**src/rtl/rsa_uart_pkg.sv**
```systemverilog
// rsa_uart_pkg: FSM/phase encodings and UART register map shared by the RSA UART bridge.
package rsa_uart_pkg;
  typedef enum logic [2:0] {
    POLL_RX  = 3'd0,
    READ_RX  = 3'd1,
    CALC     = 3'd2,
    POLL_TX  = 3'd3,
    WRITE_TX = 3'd4
  } state_t;
  typedef enum logic [1:0] {PH_N = 2'd0, PH_D = 2'd1, PH_DATA = 2'd2} phase_t;
  localparam logic [4:0] RX_ADDR = 5'd0;
  localparam logic [4:0] TX_ADDR = 5'd4;
  localparam logic [4:0] STATUS_ADDR = 5'd8;
  localparam int RX_OK = 7;
  localparam int TX_OK = 6;
endpackage

```
**src/rtl/rsa_uart_bridge_if.sv**
```systemverilog
// rsa_uart_bridge_if: Avalon-MM link between the bridge (master) and the UART (slave).
interface rsa_uart_bridge_if;
  logic [4:0] address;
  logic read;
  logic write;
  logic [31:0] writedata;
  logic [31:0] readdata;
  logic waitrequest;
  modport master(output address, read, write, writedata, input readdata, waitrequest);
  modport slave(input address, read, write, writedata, output readdata, waitrequest);
endinterface

```
**src/rtl/rsa_avm_port.sv**
```systemverilog
// rsa_avm_port: single-outstanding Avalon-MM request registers; a request holds until accepted.
module rsa_avm_port
  import rsa_uart_pkg::*;
#(
  parameter logic [4:0] RST_ADDR = STATUS_ADDR
) (
  input  logic              avm_clk,
  input  logic              avm_rst,
  rsa_uart_bridge_if.master avm,
  input  logic              load,
  input  logic              nxt_read,
  input  logic              nxt_write,
  input  logic [4:0]        nxt_addr,
  input  logic [31:0]       nxt_wdata,
  output logic              accept
);
  logic read_q, read_d, write_q, write_d;
  logic [4:0] addr_q, addr_d;
  logic [31:0] wdata_q, wdata_d;
  always_comb begin
    accept  = (read_q | write_q) & ~avm.waitrequest;
    read_d  = load ? nxt_read : read_q;
    write_d = load ? nxt_write : write_q;
    addr_d  = load ? nxt_addr : addr_q;
    wdata_d = load ? nxt_wdata : wdata_q;
  end
  always_ff @(posedge avm_clk or posedge avm_rst) begin
    if (avm_rst) begin
      read_q  <= 1'b1;
      write_q <= 1'b0;
      addr_q  <= RST_ADDR;
      wdata_q <= '0;
    end else begin
      read_q  <= read_d;
      write_q <= write_d;
      addr_q  <= addr_d;
      wdata_q <= wdata_d;
    end
  end
  assign avm.read      = read_q;
  assign avm.write     = write_q;
  assign avm.address   = addr_q;
  assign avm.writedata = wdata_q;
endmodule

```
**src/rtl/rsa_uart_bridge.sv**
```systemverilog
// rsa_uart_bridge: loads N, D and data blocks from a UART, runs the modexp core, sends the result back.
// Define RSA_UART_TIMEOUT_EN to discard the key after TIMEOUT_CYC idle cycles.
module rsa_uart_bridge
  import rsa_uart_pkg::*;
#(
  parameter int          KEY_BITS    = 256,
  parameter int          OUT_BYTES   = KEY_BITS / 8 - 1,
  parameter logic [31:0] TIMEOUT_CYC = 32'h0FFF_FFFF,
  parameter logic [4:0]  RX_BASE     = RX_ADDR,
  parameter logic [4:0]  TX_BASE     = TX_ADDR,
  parameter logic [4:0]  STATUS_BASE = STATUS_ADDR,
  parameter int          RX_OK_BIT   = RX_OK,
  parameter int          TX_OK_BIT   = TX_OK
) (
  input  logic                avm_clk,
  input  logic                avm_rst,
  rsa_uart_bridge_if.master   avm,
  output logic                core_start,
  output logic [KEY_BITS-1:0] core_a,
  output logic [KEY_BITS-1:0] core_d,
  output logic [KEY_BITS-1:0] core_n,
  input  logic [KEY_BITS-1:0] core_result,
  input  logic                core_finished,
  output logic [2:0]          state_o,
  output logic                key_valid
);
  localparam int NB = KEY_BITS / 8;
  state_t state_q, state_d;
  phase_t ph_q, ph_d;
  logic [15:0] idx_q, idx_d, tx_q, tx_d;
  logic [KEY_BITS-1:0] n_q, n_d, d_q, d_d, a_q, a_d, res_q, res_d, mask, val;
  logic kv_q, kv_d, start_q, start_d;
  logic load, nxt_read, nxt_write, accept, tmo, last;
  logic [4:0] nxt_addr;
  logic [31:0] nxt_wdata;
  logic [18:0] byte_sh;
  logic unused_bits;
  assign unused_bits = ^{avm.readdata, TIMEOUT_CYC};
`ifdef RSA_UART_TIMEOUT_EN
  logic [31:0] idle_q, idle_d;
  logic idle_cnt;
  always_comb begin
    idle_cnt = state_q == POLL_RX && ph_q == PH_DATA && idx_q == 16'(NB - 1);
    tmo      = idle_cnt && idle_q == TIMEOUT_CYC - 32'd1;
    idle_d   = idle_cnt && !tmo ? idle_q + 32'd1 : '0;
  end
  always_ff @(posedge avm_clk or posedge avm_rst) begin
    if (avm_rst) idle_q <= '0;
    else idle_q <= idle_d;
  end
`else
  assign tmo = 1'b0;
`endif
  rsa_avm_port #(.RST_ADDR(STATUS_BASE)) u_port (
    .avm_clk, .avm_rst, .avm, .load, .nxt_read, .nxt_write, .nxt_addr, .nxt_wdata, .accept
  );
  always_comb begin
    state_d = state_q; ph_d = ph_q; idx_d = idx_q; tx_d = tx_q; kv_d = kv_q;
    n_d = n_q; d_d = d_q; a_d = a_q; res_d = res_q;
    load = 1'b0; nxt_read = 1'b1; nxt_write = 1'b0; nxt_addr = STATUS_BASE; nxt_wdata = '0;
    byte_sh = {idx_q, 3'b000};
    mask = KEY_BITS'(8'hFF) << byte_sh;
    val = KEY_BITS'(avm.readdata[7:0]) << byte_sh;
    last = idx_q == '0 && ph_q == PH_DATA;
    // a timeout pre-empts a status read accepted in the same cycle; the pending read is reissued
    if (tmo) begin
      n_d = '0; d_d = '0; a_d = '0; res_d = '0; kv_d = 1'b0;
      ph_d = PH_N; idx_d = 16'(NB - 1); load = accept;
    end else begin
      case (state_q)
        POLL_RX: if (accept) begin
          load = 1'b1;
          state_d = avm.readdata[RX_OK_BIT] ? READ_RX : POLL_RX;
          nxt_addr = avm.readdata[RX_OK_BIT] ? RX_BASE : STATUS_BASE;
        end
        READ_RX: if (accept) begin
          load = 1'b1;
          n_d = ph_q == PH_N ? (n_q & ~mask) | val : n_q;
          d_d = ph_q == PH_D ? (d_q & ~mask) | val : d_q;
          a_d = ph_q == PH_DATA ? (a_q & ~mask) | val : a_q;
          idx_d = idx_q == '0 ? 16'(NB - 1) : idx_q - 16'd1;
          ph_d = idx_q != '0 ? ph_q : ph_q == PH_N ? PH_D : PH_DATA;
          kv_d = kv_q | (idx_q == '0 && ph_q == PH_D);
          state_d = last ? CALC : POLL_RX;
          nxt_read = !last;
        end
        CALC: if (core_finished) begin
          load = 1'b1; res_d = core_result; tx_d = '0; state_d = POLL_TX;
        end
        POLL_TX: if (accept) begin
          load = 1'b1;
          state_d = avm.readdata[TX_OK_BIT] ? WRITE_TX : POLL_TX;
          nxt_read = !avm.readdata[TX_OK_BIT];
          nxt_write = avm.readdata[TX_OK_BIT];
          nxt_addr = avm.readdata[TX_OK_BIT] ? TX_BASE : STATUS_BASE;
          nxt_wdata = {24'b0, res_q[OUT_BYTES*8-1 -: 8]};
        end
        WRITE_TX: if (accept) begin
          load = 1'b1; res_d = res_q << 8; tx_d = tx_q + 16'd1;
          state_d = tx_q == 16'(OUT_BYTES - 1) ? POLL_RX : POLL_TX;
        end
        default: state_d = POLL_RX;
      endcase
    end
    start_d = state_d == CALC && state_q != CALC;
  end
  always_ff @(posedge avm_clk or posedge avm_rst) begin
    if (avm_rst) begin
      state_q <= POLL_RX; ph_q <= PH_N; idx_q <= 16'(NB - 1); tx_q <= '0;
      kv_q <= 1'b0; start_q <= 1'b0;
      n_q <= '0; d_q <= '0; a_q <= '0; res_q <= '0;
    end else begin
      state_q <= state_d; ph_q <= ph_d; idx_q <= idx_d; tx_q <= tx_d;
      kv_q <= kv_d; start_q <= start_d;
      n_q <= n_d; d_q <= d_d; a_q <= a_d; res_q <= res_d;
    end
  end
  assign core_start = start_q;
  assign core_a = a_q;
  assign core_d = d_q;
  assign core_n = n_q;
  assign state_o = state_q;
  assign key_valid = kv_q;
endmodule

```
**src/flat_wrapper.sv**
```systemverilog
// flat-port wrapper written by rule: the top's interface ports become plain ports
module rsa_uart_bridge_flat import rsa_uart_pkg::*;
#(
  parameter int          KEY_BITS    = 256,
  parameter int          OUT_BYTES   = KEY_BITS / 8 - 1,
  parameter logic [31:0] TIMEOUT_CYC = 32'h0FFF_FFFF,
  parameter logic [4:0]  RX_BASE     = RX_ADDR,
  parameter logic [4:0]  TX_BASE     = TX_ADDR,
  parameter logic [4:0]  STATUS_BASE = STATUS_ADDR,
  parameter int          RX_OK_BIT   = RX_OK,
  parameter int          TX_OK_BIT   = TX_OK
)
  (avm_clk, avm_rst, core_start, core_a, core_d, core_n, core_result, core_finished, state_o, key_valid, avm_address, avm_read, avm_write, avm_writedata, avm_readdata, avm_waitrequest);
  rsa_uart_bridge_if avm_i ();
  input  logic avm_clk;
  input  logic avm_rst;
  output logic core_start;
  output logic [KEY_BITS-1:0] core_a;
  output logic [KEY_BITS-1:0] core_d;
  output logic [KEY_BITS-1:0] core_n;
  input  logic [KEY_BITS-1:0] core_result;
  input  logic core_finished;
  output logic [2:0] state_o;
  output logic key_valid;
  output wire logic [$bits(avm_i.address)-1:0] avm_address;
  output wire logic [$bits(avm_i.read)-1:0] avm_read;
  output wire logic [$bits(avm_i.write)-1:0] avm_write;
  output wire logic [$bits(avm_i.writedata)-1:0] avm_writedata;
  input wire logic [$bits(avm_i.readdata)-1:0] avm_readdata;
  input wire logic [$bits(avm_i.waitrequest)-1:0] avm_waitrequest;
  assign avm_address = avm_i.address;
  assign avm_read = avm_i.read;
  assign avm_write = avm_i.write;
  assign avm_writedata = avm_i.writedata;
  assign avm_i.readdata = avm_readdata;
  assign avm_i.waitrequest = avm_waitrequest;
  rsa_uart_bridge #(.KEY_BITS(KEY_BITS), .OUT_BYTES(OUT_BYTES), .TIMEOUT_CYC(TIMEOUT_CYC), .RX_BASE(RX_BASE), .TX_BASE(TX_BASE), .STATUS_BASE(STATUS_BASE), .RX_OK_BIT(RX_OK_BIT), .TX_OK_BIT(TX_OK_BIT)) u_core (.avm_clk(avm_clk), .avm_rst(avm_rst), .avm(avm_i), .core_start(core_start), .core_a(core_a), .core_d(core_d), .core_n(core_n), .core_result(core_result), .core_finished(core_finished), .state_o(state_o), .key_valid(key_valid));
endmodule
```
**config.mk**
```make
export PLATFORM = sky130hd
export DESIGN_NAME = rsa_uart_bridge_flat
export DESIGN_NICKNAME = d
export VERILOG_FILES = /design/src/rtl/rsa_uart_pkg.sv /design/src/rtl/rsa_uart_bridge_if.sv /design/src/rtl/rsa_avm_port.sv /design/src/rtl/rsa_uart_bridge.sv /design/src/flat_wrapper.sv
export SDC_FILE = /design/constraint.sdc
export NUM_CORES = 2
export LEC_CHECK = 0
export CORE_AREA = 2 2 433 435
export CTS_CLUSTER_DIAMETER = 150
export DETAILED_ROUTE_END_ITERATION = 10
export DIE_AREA = 0 0 435 437
export PLACE_DENSITY_LB_ADDON = 0.2
export REMOVE_ABC_BUFFERS = 1
export SYNTH_ARGS = -nofsm -noshare
export SYNTH_HDL_FRONTEND = slang
export SYNTH_SLANG_ARGS = --single-unit
```
**constraint.sdc**
```tcl
create_clock -name avm_clk -period 104.8 [get_ports avm_clk]
set_clock_uncertainty 0.2 [all_clocks]
set_input_delay 31.44 -clock avm_clk [delete_from_list [all_inputs] [get_ports avm_clk]]
set_output_delay 31.44 -clock avm_clk [all_outputs]
set_load 0.02 [all_outputs]
```
==> impl_metrics.tcl <==
set metrics [dict create \
    status "finished clean" \
    cap_violations 0 \
    relSlewSlack 0.240 \
    r2r_end "u_core.res_q[165]" \
    utilization 0.329 \
    reg2reg_from "u_core.state_o[1]" \
    finalMaxSlewViolations 0 \
    fin_ws_ns 69.84 \
    p_total_mw 0.909 \
    min_period_ns 34.96 \
    final_layout_size_suffix_gt1_frac 0.244 \
    critPathKind "input port to asynchronous set/reset pin" \
    antenna_found_initial 21 \
    grt_util_all_layers 0.179 \
    whs_endpoint "u_core.u_port.avm.address[3]" \
    firstDrtPassIters 5 \
    grt_pass1_vias 31500 \
    final_area_um2 60900 \
    async_reset_ff_frac 1.00 \
    p_leak_nw 28.0 \
    synthTopCellsByArea "dfrtp_1 (61%), mux2_2 (20%), nand2_1 (4.5%)" \
    clock_path_buffers 3 \
    syn_inst 3440 \
    critPathMaxFanout 148 \
    area_growth_syn_to_layout_pct 40.2 \
    cts_tree "done" \
    synth.most_common_cell "dfrtp_1" \
    setup_tns_ns 0 \
    h-tree-depth 4 \
    crit_slowest_cell "buf_4" \
    yosys_warnings 0 \
    required_ns 105.42 \
    nNetsFinal 4726 \
    grt_first_pass_wirelength_um 246000 \
    fmax_mhz 28.6 \
    clk_latency_ns 0.77 \
    worstHoldStart "u_core.u_port.avm.address[3]" \
    n_fill_cell 18800 \
    grt_max_degree 250 \
    dr.first_iter.drc_count 1764 \
    path_clk_slew_ns 0.06 \
    ys_ff_latch 1067 \
    overflow 0 \
    p_per_area_nw_per_um2 14.9 \
    place.gp.congestion 0.792 \
    ir_worst_vdd_v 0.0000128 \
    tightest_slew_ns 1.14 \
    cts-root-buf "clkbuf_16" \
    path_delay_family "buffers and inverters" \
    via_per_inst 4.41 \
    ff2ff_setup_slack_ns 100.40 \
    preCtsSetupSlack_ns 68.75 \
    pin_count 1104 \
    rows 158 \
    postPlaceCellArea_um2 56500 \
    cpMostUsedCell "buf_4" \
    critical_path_buf_inv_count 6 \
    path_depth 6 \
    drcViolationCount 0 \
    post_cts_resized 0 \
    netlist-cell-type-count 66 \
    slowest_delay_ns 0.78 \
    hold_violations 0 \
    core-area_um2 185000 \
    crit_path_end_kind "asynchronous set/reset pin" \
    hold_class "flip-flop to flip-flop" \
    ant_nets 0 \
    worst_r2r_path_depth 6 \
    cts.sinks 1067 \
    ys.flop_type "dfrtp_1" \
    netlist_area_um2 43500 \
    initial_core_util 0.235 \
    place_hpwl_um 121000 \
    hold_depth 2 \
    ys_seq_area_frac 0.615 \
    synth_area_per_cell_um2 12.6 \
    min_period_over_period 0.334 \
    numCtsBuffers 134 \
    path_cells "clkdlybuf4s50_1 -> inv_8 -> buf_12 -> buf_4 -> buf_4 -> buf_4" \
    hold_buffers 0 \
    postCtsSetupBuffers 0 \
    dieArea_um2 190000 \
    vias 31000 \
    worstPathArrival_ns 35.57 \
    synth_top_area_cell "dfrtp_1" \
    synthDominantCellAreaShare 0.610 \
    start_kind "input port" \
    port_buffers 1044 \
    synth-edff-count 0 \
    setup_violations 0 \
    post_drt_wl_per_cell_um 24.7 \
    wl_um 173000 \
    rsz0062_at_grt "false" \
    die_x_um 435 \
    ys_top_cells_by_count "dfrtp_1 (1060), mux2_2 (761), nand2_1 (526), nor2_1 (263), a31oi_1 (244)" \
    die_h_um 437 \
]
metal layers:
metal | GRT usage | wire, um | vias to the layer above
li1 | - | - | 14000
met1 | 0.207 | 68600 | 16100
met2 | 0.319 | 90200 | 706
met3 | 0.0452 | 9270 | 228
met4 | 0.0601 | 5220 | 0
met5 | 0 | 0 | -
worst reg2reg max path, stage by stage, from the launching register on:
cell	delay, ns
dfrtp_1	0.78
nand4bb_1	0.89
o21ai_4	0.32
buf_12	0.65
buf_4	1.15
nor2_1	0.13
a31oi_1	0.20
flip-flops by register name, indices dropped and copies added (netlist names):
| signal | cells |
|---|---|
| u_core.u_port.avm.address | 2 |
| u_core.key_valid | 1 |
| u_core.ph_q | 2 |
| u_core.u_port.avm.writedata | 8 |
| u_core.core_n | 256 |
| u_core.u_port.avm.write | 1 |
| u_core.idx_q | 16 |
| u_core.tx_q | 16 |
| u_core.res_q | 248 |
| u_core.core_d | 256 |
| u_core.state_o | 3 |
| u_core.core_a | 256 |
| u_core.u_port.avm.read | 1 |
| u_core.core_start | 1 |
placed cells by master (no fill, tap or decap), types with 25 or more instances in the layout:
cell type / netlist / routed
clkbuf_1: 204 / 46
a31oi_1: 244 / 244
buf_4: 30 / 52
nand3_2: 25 / 25
mux2_2: 761 / 761
clkdlybuf4s50_1: 0 / 1036
nor2_1: 263 / 262
nand2_1: 526 / 526
nand3_1: 58 / 58
clkbuf_8: 0 / 26
clkbuf_16: 0 / 136
conb_1: 1 / 27
dfrtp_1: 1060 / 1060
area by class of cell:
cell class                 instances  area [um^2]  share of cell area
antenna                           14         35.0            0.000575
clock buffer                     208         3930              0.0646
clock inverter                    30          484             0.00795
inverter                          10         45.0            0.000739
multi-input combinational       2124        15700               0.258
sequential                      1067        26700               0.438
tap                             2480         3100              0.0509
timing repair buffer            1093        10900               0.178
worst max-delay path by stage:
stage | from | end
after floorplan | avm_rst | u_core.core_a[0]
after CTS | avm_rst | u_core.core_d[158]
after global placement | avm_rst | u_core.core_d[121]
after global routing | avm_rst | u_core.core_d[158]
final | avm_rst | u_core.core_n[96]
after detailed placement | avm_rst | u_core.core_d[120]
report_power, final:
part | internal [mW] | switching [mW] | total, mW
logic | 0.0101 | 0.0206 | 0.0307
registers | 0.412 | 0 | 0.412
clock network | 0.277 | 0.189 | 0.466
per-stage QoR:
stage	hold WS, ns	cells
2_1_floorplan	0.249	3201
3_3_place_gp	0.261	6774
3_5_place_dp	0.255	6774
4_1_cts	0.274	7012
5_1_grt	0.301	7023
6_report	0.271	7026
cell families (layout without fill, tap and decap cells):
family / count (synthesis) / count (layout) / share of synthesized area
mux: 775 / 775 / 0.201
compound gates: 320 / 320 / 0.0464
buf+inv: 275 / 1341 / 0.0272
simple gates: 996 / 996 / 0.109
other cells: 1 / 41 / 0.0000863
flops: 1067 / 1067 / 0.615
xor+xnor: 2 / 2 / 0.000403
fa+ha+maj: 4 / 4 / 0.00115
Power figures use the tool's default switching activity.
